## src/rtl/serializer_pkg.sv

```systemverilog
// Shared definitions for the parallel-in / serial-out serializer.
// Contents:
//   state_e : serializer FSM state (IDLE waits for a word, SHIFT emits bits)
package serializer_pkg;

  typedef enum logic {
    IDLE  = 1'b0,
    SHIFT = 1'b1
  } state_e;

endpackage

```

## src/rtl/shift_bit_counter.sv

```systemverilog
// Frame bit counter for the serializer.
// Counts 0..WIDTH-1 while en is high and wraps to 0 after WIDTH-1.
// Ports:
//   clk   : clock, rising edge
//   rst   : asynchronous active-low reset (clears the count)
//   en    : advance the count this cycle
//   count : current bit index within the frame
//   last  : count is at WIDTH-1 (last bit of a frame)
//   wrap  : count advances out of WIDTH-1 this cycle (frame end)
module shift_bit_counter #(
  parameter int WIDTH = 8,
  parameter int CW    = $clog2(WIDTH)
) (
  input  logic          clk,
  input  logic          rst,
  input  logic          en,
  output logic [CW-1:0] count,
  output logic          last,
  output logic          wrap
);

  localparam logic [CW-1:0] LAST_CNT = CW'(WIDTH - 1);

  logic [CW-1:0] count_q;
  logic [CW-1:0] count_d;

  always_comb begin
    count_d = count_q;
    if (en) begin
      count_d = (count_q == LAST_CNT) ? '0 : count_q + 1'b1;
    end
  end

  always_ff @(posedge clk or negedge rst) begin
    if (!rst) begin
      count_q <= '0;
    end else begin
      count_q <= count_d;
    end
  end

  assign count = count_q;
  assign last  = (count_q == LAST_CNT);
  assign wrap  = en && (count_q == LAST_CNT);

endmodule

```

## src/rtl/piso_serializer.sv

```systemverilog
// Parallel-in, serial-out serializer with valid/ready load handshake.
// A word is accepted when load_valid and load_ready are both high on a
// rising edge; its first bit appears on serial_out one cycle later. Bits
// advance only while enable is high. A word offered during the last-bit
// cycle starts the next frame with no idle gap.
// Ports:
//   clk          : clock, rising edge
//   rst          : asynchronous active-low reset
//   enable       : shift advance qualifier
//   load_valid   : data_in is offered
//   data_in      : parallel word to serialize (WIDTH bits)
//   load_ready   : a word can be accepted this cycle
//   serial_out   : current serial bit (registered)
//   serial_valid : serial_out carries frame data
//   done         : high while the last bit of a frame is presented
module piso_serializer
  import serializer_pkg::*;
#(
  parameter int WIDTH     = 8,
  parameter int MSB_FIRST = 1
) (
  input  logic             clk,
  input  logic             rst,
  input  logic             enable,
  input  logic             load_valid,
  input  logic [WIDTH-1:0] data_in,
  output logic             load_ready,
  output logic             serial_out,
  output logic             serial_valid,
  output logic             done
);

  localparam int CW = $clog2(WIDTH);

  state_e           state_q, state_d;
  logic [WIDTH-1:0] shreg_q, shreg_d;
  logic             serial_out_q, serial_out_d;
  logic             serial_valid_q, serial_valid_d;

  logic [CW-1:0]    cnt;
  logic             cnt_en;
  logic             cnt_last;
  logic             cnt_wrap;
  logic             accept;

  // The counter only moves while a frame is being shifted; in IDLE it
  // sits at 0, which is exactly where a fresh frame must start.
  assign cnt_en = (state_q == SHIFT) && enable;

  shift_bit_counter #(
    .WIDTH (WIDTH),
    .CW    (CW)
  ) u_cnt (
    .clk   (clk),
    .rst   (rst),
    .en    (cnt_en),
    .count (cnt),
    .last  (cnt_last),
    .wrap  (cnt_wrap)
  );

  // In SHIFT a new word may only enter in the cycle the last bit is
  // leaving, so the in-flight frame can never be disturbed.
  assign load_ready = (state_q == IDLE) || ((state_q == SHIFT) && cnt_last && enable);
  assign accept     = load_valid && load_ready;

  always_comb begin
    state_d        = state_q;
    shreg_d        = shreg_q;
    serial_out_d   = serial_out_q;
    serial_valid_d = serial_valid_q;
    if (accept) begin
      state_d        = SHIFT;
      shreg_d        = data_in;
      serial_out_d   = (MSB_FIRST != 0) ? data_in[WIDTH-1] : data_in[0];
      serial_valid_d = 1'b1;
    end else if (cnt_wrap) begin
      state_d        = IDLE;
      shreg_d        = '0;
      serial_out_d   = 1'b0;
      serial_valid_d = 1'b0;
    end else if (cnt_en) begin
      // serial_out already shows the current end bit, so the next bit
      // is the neighbour one position in from that end.
      shreg_d      = (MSB_FIRST != 0) ? (shreg_q << 1) : (shreg_q >> 1);
      serial_out_d = (MSB_FIRST != 0) ? shreg_q[WIDTH-2] : shreg_q[1];
    end
  end

  always_ff @(posedge clk or negedge rst) begin
    if (!rst) begin
      state_q        <= IDLE;
      shreg_q        <= '0;
      serial_out_q   <= 1'b0;
      serial_valid_q <= 1'b0;
    end else begin
      state_q        <= state_d;
      shreg_q        <= shreg_d;
      serial_out_q   <= serial_out_d;
      serial_valid_q <= serial_valid_d;
    end
  end

  assign serial_out   = serial_out_q;
  assign serial_valid = serial_valid_q;
  assign done         = (state_q == SHIFT) && cnt_last;

endmodule
```

## config.mk

```make
export PLATFORM = sky130hd
export DESIGN_NAME = piso_serializer
export DESIGN_NICKNAME = d
export VERILOG_FILES = /design/src/rtl/serializer_pkg.sv /design/src/rtl/shift_bit_counter.sv /design/src/rtl/piso_serializer.sv
export SDC_FILE = /design/constraint.sdc
export NUM_CORES = 1
export LEC_CHECK = 0
export CORE_MARGIN = 2
export CORE_UTILIZATION = 42
export CTS_CLUSTER_DIAMETER = 50
export DETAILED_ROUTE_END_ITERATION = 10
export PLACE_DENSITY = 0.81
export SLEW_MARGIN = 20
export SYNTH_ARGS = -nofsm -noshare
export SYNTH_HDL_FRONTEND = slang
export SYNTH_SLANG_ARGS = --single-unit
```

## constraint.sdc

```tcl
create_clock -name clk -period 1.5 [get_ports clk]
set_clock_uncertainty 0.15 [all_clocks]
set_input_delay 0.225 -clock clk [delete_from_list [all_inputs] [get_ports clk]]
set_output_delay 0.225 -clock clk [all_outputs]
set_load 0.02 [all_outputs]
```

==> results of run 1 <==
==> cell usage after synthesis (all sizes together) <==
cell type / instances / share of area, %
a21o: 1 / 1.1
a21oi: 7 / 5.3
a221oi: 7 / 10
and2: 2 / 2.5
buf: 5 / 5.7
dfrtp: 12 / 46
ha: 2 / 3.8
inv: 9 / 5.1
mux2i: 1 / 1.5
nand2: 10 / 5.7
nand2b: 2 / 1.9
nand3: 1 / 0.76
nand4: 1 / 0.95
nor3: 1 / 0.76
o21ai: 8 / 6.7
o221ai: 1 / 1.3
or2: 1 / 0.95
==> routing by layer <==
| layer | vias to the layer above | wire [µm] | GRT usage, % |
|---|---|---|---|
| met5 | - | 0 | 0 |
| met4 | 0 | 14 | 6.667 |
| met3 | 2 | 111 | 7.500 |
| met2 | 23 | 790 | 27.65 |
| met1 | 292 | 636 | 25.40 |
| li1 | 302 | - | - |
==> state kept, by name, summed over array words and instances, names as in the netlist <==
name and flops:
serial_valid 1, shreg_q 7, u_cnt.count 3, serial_out 1
==> through the flow <==
stage               util (%)  power, mW  instances  setup slack (ns)
floorplan                  -     0.8054         71           0.01754
global placement       58.40     0.9587        107           -0.3189
detailed placement     58.40     0.9809        107           -0.3284
CTS                    65.29      1.279        111           -0.1609
global route           66.72      1.406        112           -0.2220
finish                 66.72      1.307        112           -0.1552
==> layout by cell type (no fill, tap or decap), drive strengths merged <==
cell	count
nand4	1
dlygate4sd2	2
a221oi	7
or2	1
clkdlybuf4s50	11
nand2	10
ha	2
nand3	1
o21ai	8
and2	2
dfrtp	12
a21oi	7
clkbuf	3
o221ai	1
buf	14
inv	9
nand2b	2
mux2i	1
a21o	1
nor3	1
==> worst max-delay path: stages, from the launching register on <==
cell and delay, ns:
dfrtp_1 0.38, ha_2 0.20, ha_4 0.17, and2_4 0.15, buf_6 0.12
==> worst min path at each step <==
stage / depth (start not counted) / end / slack [ns] / startpoint
3_5_place_dp: 2 / u_cnt.count[1] / 0.32 / u_cnt.count[1]
4_1_cts: 2 / shreg_q[5] / 0.09 / rst
6_report: 2 / shreg_q[4] / 0.09 / rst
2_1_floorplan: 0 / serial_out / -0.22 / rst
3_3_place_gp: 2 / u_cnt.count[1] / 0.31 / u_cnt.count[1]
5_1_grt: 2 / shreg_q[5] / 0.09 / rst
==> power groups by stage <==
| stage | Clock (mW) | Combinational [mW] | Sequential, mW |
|---|---|---|---|
| floorplan | 0 | 0.286 | 0.519 |
| global placement | 0 | 0.445 | 0.513 |
| detailed placement | 0 | 0.460 | 0.521 |
| CTS | 0.199 | 0.559 | 0.521 |
| global route | 0.213 | 0.655 | 0.538 |
| finish | 0.192 | 0.592 | 0.523 |
==> repair_timing <==
item,4_1_cts,5_1_grt
buffers inserted,1,1
gates resized for setup,27,3
setup endpoints to repair,11,10
gates cloned,0,0
hold endpoints to repair,0,0
pin swaps,8,3
==> cell families (layout without fill, tap and decap cells) <==
kind of cell | Yosys count | in the layout | synth area share [%]
AO/OA/AOI/OAI | 24 | 24 | 24.71
AND/OR/NAND/NOR | 18 | 18 | 13.50
buffers and inverters | 14 | 39 | 10.84
flip-flops | 12 | 12 | 45.63
adder cells (fa/ha/maj) | 2 | 2 | 3.802
multiplexers | 1 | 1 | 1.521
==> area by class of cell <==
cell class,count,area share [%]
Multi-Input combinational cell,45,37.53
Sequential cell,12,30.23
Timing Repair Buffer,27,24.56
Inverter,9,3.401
Clock buffer,3,2.267
Tap cell,16,2.015
==> qor.csv, run 1 <==
stage,metric,value,unit
timing,timing.fmax,604.2,MHz
grt,grt_usage,18.91,%
finish,multi_input_area,372.9,µm²
placement,place_area,869.6,µm²
power_and_ir_drop,netSwitchingPower,0.4615,mW
logic_synthesis,synth_cell_types,21,
floorplan,io_pins,16,
power_and_ir_drop,p_leak,0.4500,nW
detailed_routing,vias_per_cell,5.527,
timing,period_share,110.3,%
cts,root_buffer,clkbuf_4,
floorplan,core-area,1489,µm²
power_and_ir_drop,switching_share,35.32,%
setup_path,required,1.12,ns
setup_path,end_kind,primary output,
placement,hpwlAfterDp,995.1,µm
timing,hold_ws,0.08699,ns
logic_synthesis,synth_area_per_cell,9.269,µm²
power_and_ir_drop,comb_power_share,45.3,%
detailed_routing,drt_first_pass_iters,4,
logic_synthesis,synth_fp_nets,85,
floorplan,start_util,44.20,%
setup_path,crit_path_start_kind,register,
timing,fin_ws,-0.1552,ns
power_and_ir_drop,worst_ir_drop_vdd,719.6,µV
power_and_ir_drop,p_clk_share,14.7,%
finish,seq_area,300.3,µm²
setup_path,rrSetupSlack,-0.11,ns
placement,gp_congestion,0.7956,
grt,grt_pass1_vias,584,
grt,antenna_found_initial,0,
finish,antennaDiodeCount,0,
setup_path,r2r_cells,6,
timing,finalCriticalPeriod,1.655,ns
cts,clockBufferDepth,2,
cts,htree_levels,1,
power_and_ir_drop,seq_power_share,40.0,%
hold_path,min_path_type,input pin to async pin,
power_and_ir_drop,p_int,0.8451,mW
setup_path,worstSetupEndpoint,done,
floorplan,die_y,43.59,µm
finish,postLayoutCellArea,993.5,µm²
floorplan,die_w,43.59,µm
timing,rsz0062_at_grt,true,
logic_synthesis,synth_seq_cells,12,
timing,fin_setup_tns,-0.7870,ns
power_and_ir_drop,powerDensity,1315,nW/µm²
status,status,finished with violations,
setup_path,path_max_fanout,3,
grt,grt_pass1_wl,2.594,mm
status,violations,setup timing,
setup_path,rr_startpoint,u_cnt.count[0],
cts,cts_tree,done,
finish,syn2layout_area_growth,50.95,%
detailed_routing,drtIter0Drc,17,
logic_synthesis,postSynthCellCount,71,
timing,setup_viol,9,
timing,slew_headroom,77.52,%
logic_synthesis,synthesis.area,658.1,µm²
setup_path,cp-startpoint,u_cnt.count[0],
setup_path,cp.arrival,1.28,ns
placement,numPortBuffers,15,
timing,final_max_slew_viol_count,0,
finish,drive_above_1_share,34.38,%
detailed_routing,wl_per_cell,13.86,µm
logic_synthesis,synth-seq-area-share,45.63,%
detailed_routing,num_vias,619,
setup_path,regToRegEndpoint,shreg_q[1],
detailed_routing,post-route-drc-count,0,
floorplan,rows,14,
cts,insertion_delay,0.28,ns
cts,cts_buffers,3,
cts,cts.sinks,12,
grt,grt_max_degree,13,
run,drv_cap,0,
cts,cts.clk_slew.worst_paths,0.07,ns
finish,nets,112,
setup_path,path_class,register to primary output,
floorplan,dieArea,1900,µm²
detailed_routing,wirelength,1.552,mm
grt,overflow,0,
timing,finalHoldViolations,0,
detailed_routing,ant_nets,0,
finish,fill_cells,110,
timing,worstMarginPinSlew,0.3360,ns
cts,holdBufCountCts,0,
logic_synthesis,ys_warn_count,0,
Note: power is estimated with default switching activity, not from simulation.
==> run 2, diff against run 1 <==
CTS_CLUSTER_DIAMETER = 60   (was 50)
==> results of run 2 <==
Same layout as run 1: the final DEF is identical, and so are final timing and power.
==> run 3, diff against run 2 <==
SETUP_SLACK_MARGIN = 0.2   (was unset)
==> qor.csv, run 3 (synthesis results as in run 1) <==
stage,metric,value,unit
status,status,finished with violations,
status,violations,setup timing,
finish,multi_input_area,400.4,µm²
detailed_routing,wl_per_cell,14.76,µm
timing,fin_setup_tns,-1.109,ns
timing,rsz0062_at_grt,true,
floorplan,core-area,1489,µm²
cts,cts.clk_slew.worst_paths,0.08,ns
setup_path,required,1.12,ns
run,drv_cap,0,
cts,cts.sinks,12,
detailed_routing,wirelength,1.712,mm
cts,cts_tree,done,
power_and_ir_drop,p_leak,0.4947,nW
finish,nets,115,
grt,overflow,0,
detailed_routing,drtIter0Drc,18,
timing,final_max_slew_viol_count,0,
detailed_routing,ant_nets,0,
grt,antenna_found_initial,0,
power_and_ir_drop,switching_share,34.88,%
detailed_routing,num_vias,627,
power_and_ir_drop,p_int,0.9509,mW
detailed_routing,drt_first_pass_iters,4,
finish,syn2layout_area_growth,64.45,%
timing,fin_ws,-0.1808,ns
finish,fill_cells,97,
grt,grt_usage,19.13,%
setup_path,crit_path_start_kind,register,
timing,setup_viol,9,
setup_path,cp.arrival,1.31,ns
power_and_ir_drop,seq_power_share,36.3,%
hold_path,min_path_type,input pin to async pin,
finish,antennaDiodeCount,0,
timing,period_share,112.1,%
timing,finalCriticalPeriod,1.681,ns
power_and_ir_drop,powerDensity,1349,nW/µm²
power_and_ir_drop,worst_ir_drop_vdd,792.4,µV
placement,hpwlAfterDp,1.091,mm
finish,top_register,shreg_q,
setup_path,end_kind,primary output,
setup_path,crit_chain,"ha_2, ha_4, nand2_2, nand2_4, buf_6",
timing,worstMarginPinSlew,0.3360,ns
floorplan,die_y,43.59,µm
cts,clockBufferDepth,2,
placement,place_area,917.1,µm²
floorplan,dieArea,1900,µm²
grt,grt_pass1_vias,584,
setup_path,crit_family,flip-flops,
setup_path,path_max_fanout,3,
setup_path,worstPathBufferInverterCount,1,
detailed_routing,vias_per_cell,5.405,
power_and_ir_drop,netSwitchingPower,0.5094,mW
placement,numPortBuffers,15,
finish,seq_area,301.5,µm²
grt,grt_max_degree,13,
setup_path,path_class,register to primary output,
cts,cts_buffers,3,
finish,final_common_cell,dfrtp_1,
floorplan,start_util,44.20,%
cts,htree_levels,1,
setup_path,cpPeakStageDelay,0.40,ns
timing,finalHoldViolations,0,
power_and_ir_drop,p_clk_share,17.8,%
floorplan,io_pins,16,
finish,final_cell_mix,"11 x dfrtp_1, 10 x clkdlybuf4s50_1, 9 x inv_1, 9 x buf_4, 8 x buf_6",
floorplan,die_w,43.59,µm
detailed_routing,post-route-drc-count,0,
placement,gp_congestion,0.7777,
timing,timing.fmax,595.0,MHz
power_and_ir_drop,comb_power_share,46.0,%
finish,drive_above_1_share,46.00,%
finish,largest_reg_flops,7,
grt,grt_pass1_wl,2.677,mm
timing,slew_headroom,77.51,%
floorplan,rows,14,
setup_path,cp_slowest_cell,dfrtp_1,
cts,root_buffer,clkbuf_4,
finish,postLayoutCellArea,1082,µm²
cts,insertion_delay,0.27,ns
[run 3: cell count changes in the layout (fill, tap and decap cells not counted), sizes merged]
cell	before	now
buf	14	19
dlymetal6s2s	0	1
dlygate4sd2	2	0
clkdlybuf4s50	11	10
clkbuf	3	4
[run 3: routing by layer]
layer  track usage, %  vias up  share of wire (%)
met2            33.24       14                 52
met3            3.750        2                3.4
met5                0        -                  0
met4            5.455        0               0.53
met1            24.00      306                 44
li1                 -      305                  -
[run 3: power groups by stage]
| stage | Combinational (mW) | Clock, mW | Sequential [mW] |
|---|---|---|---|
| 2_1_floorplan | 0.333 | 0 | 0.530 |
| 3_3_place_gp | 0.482 | 0 | 0.525 |
| 3_5_place_dp | 0.507 | 0 | 0.532 |
| 4_1_cts | 0.595 | 0.266 | 0.524 |
| 5_1_grt | 0.737 | 0.271 | 0.543 |
| 6_report | 0.671 | 0.259 | 0.530 |
[run 3: layout make-up]
class / count / area share, %
Multi-Input combinational cell: 45 / 36.99
Clock buffer: 4 / 3.353
Tap cell: 16 / 1.850
Inverter: 9 / 3.121
Sequential cell: 12 / 27.86
Timing Repair Buffer: 30 / 26.82
[run 3: repair_timing]
action                                  CTS  global route
endpoints found under the setup margin   15            15
hold buffers                              0             0
resized for setup                        28            14
setup buffers                             2             3
pin swaps                                 2             6
[run 3: worst paths after layout]
check	cells past startpoint	slack, ns	start	endpoint
worst min-delay path	2	0.1	rst	serial_valid
min in group clk	4	0.20	enable	serial_valid
worst min register to register	2	0.37	u_cnt.count[1]	u_cnt.count[1]
max in group asynchronous	2	0.93	rst	serial_valid
worst max register to register	6	-0.13	u_cnt.count[1]	shreg_q[4]
worst max-delay path	5	-0.18	u_cnt.count[1]	load_ready
[run 3: per-stage QoR]
step	instances	setup slack [ns]	hold WS (ns)	util [%]	power [mW]
finish	116	-0.1808	0.09672	72.69	1.460
global route	116	-0.2142	0.09972	72.69	1.551
CTS	113	-0.1656	0.09421	68.24	1.384
detailed placement	107	-0.3176	0.3360	61.60	1.039
global placement	107	-0.2967	0.3224	61.60	1.007
floorplan	71	0.1152	-0.2206	-	0.8624
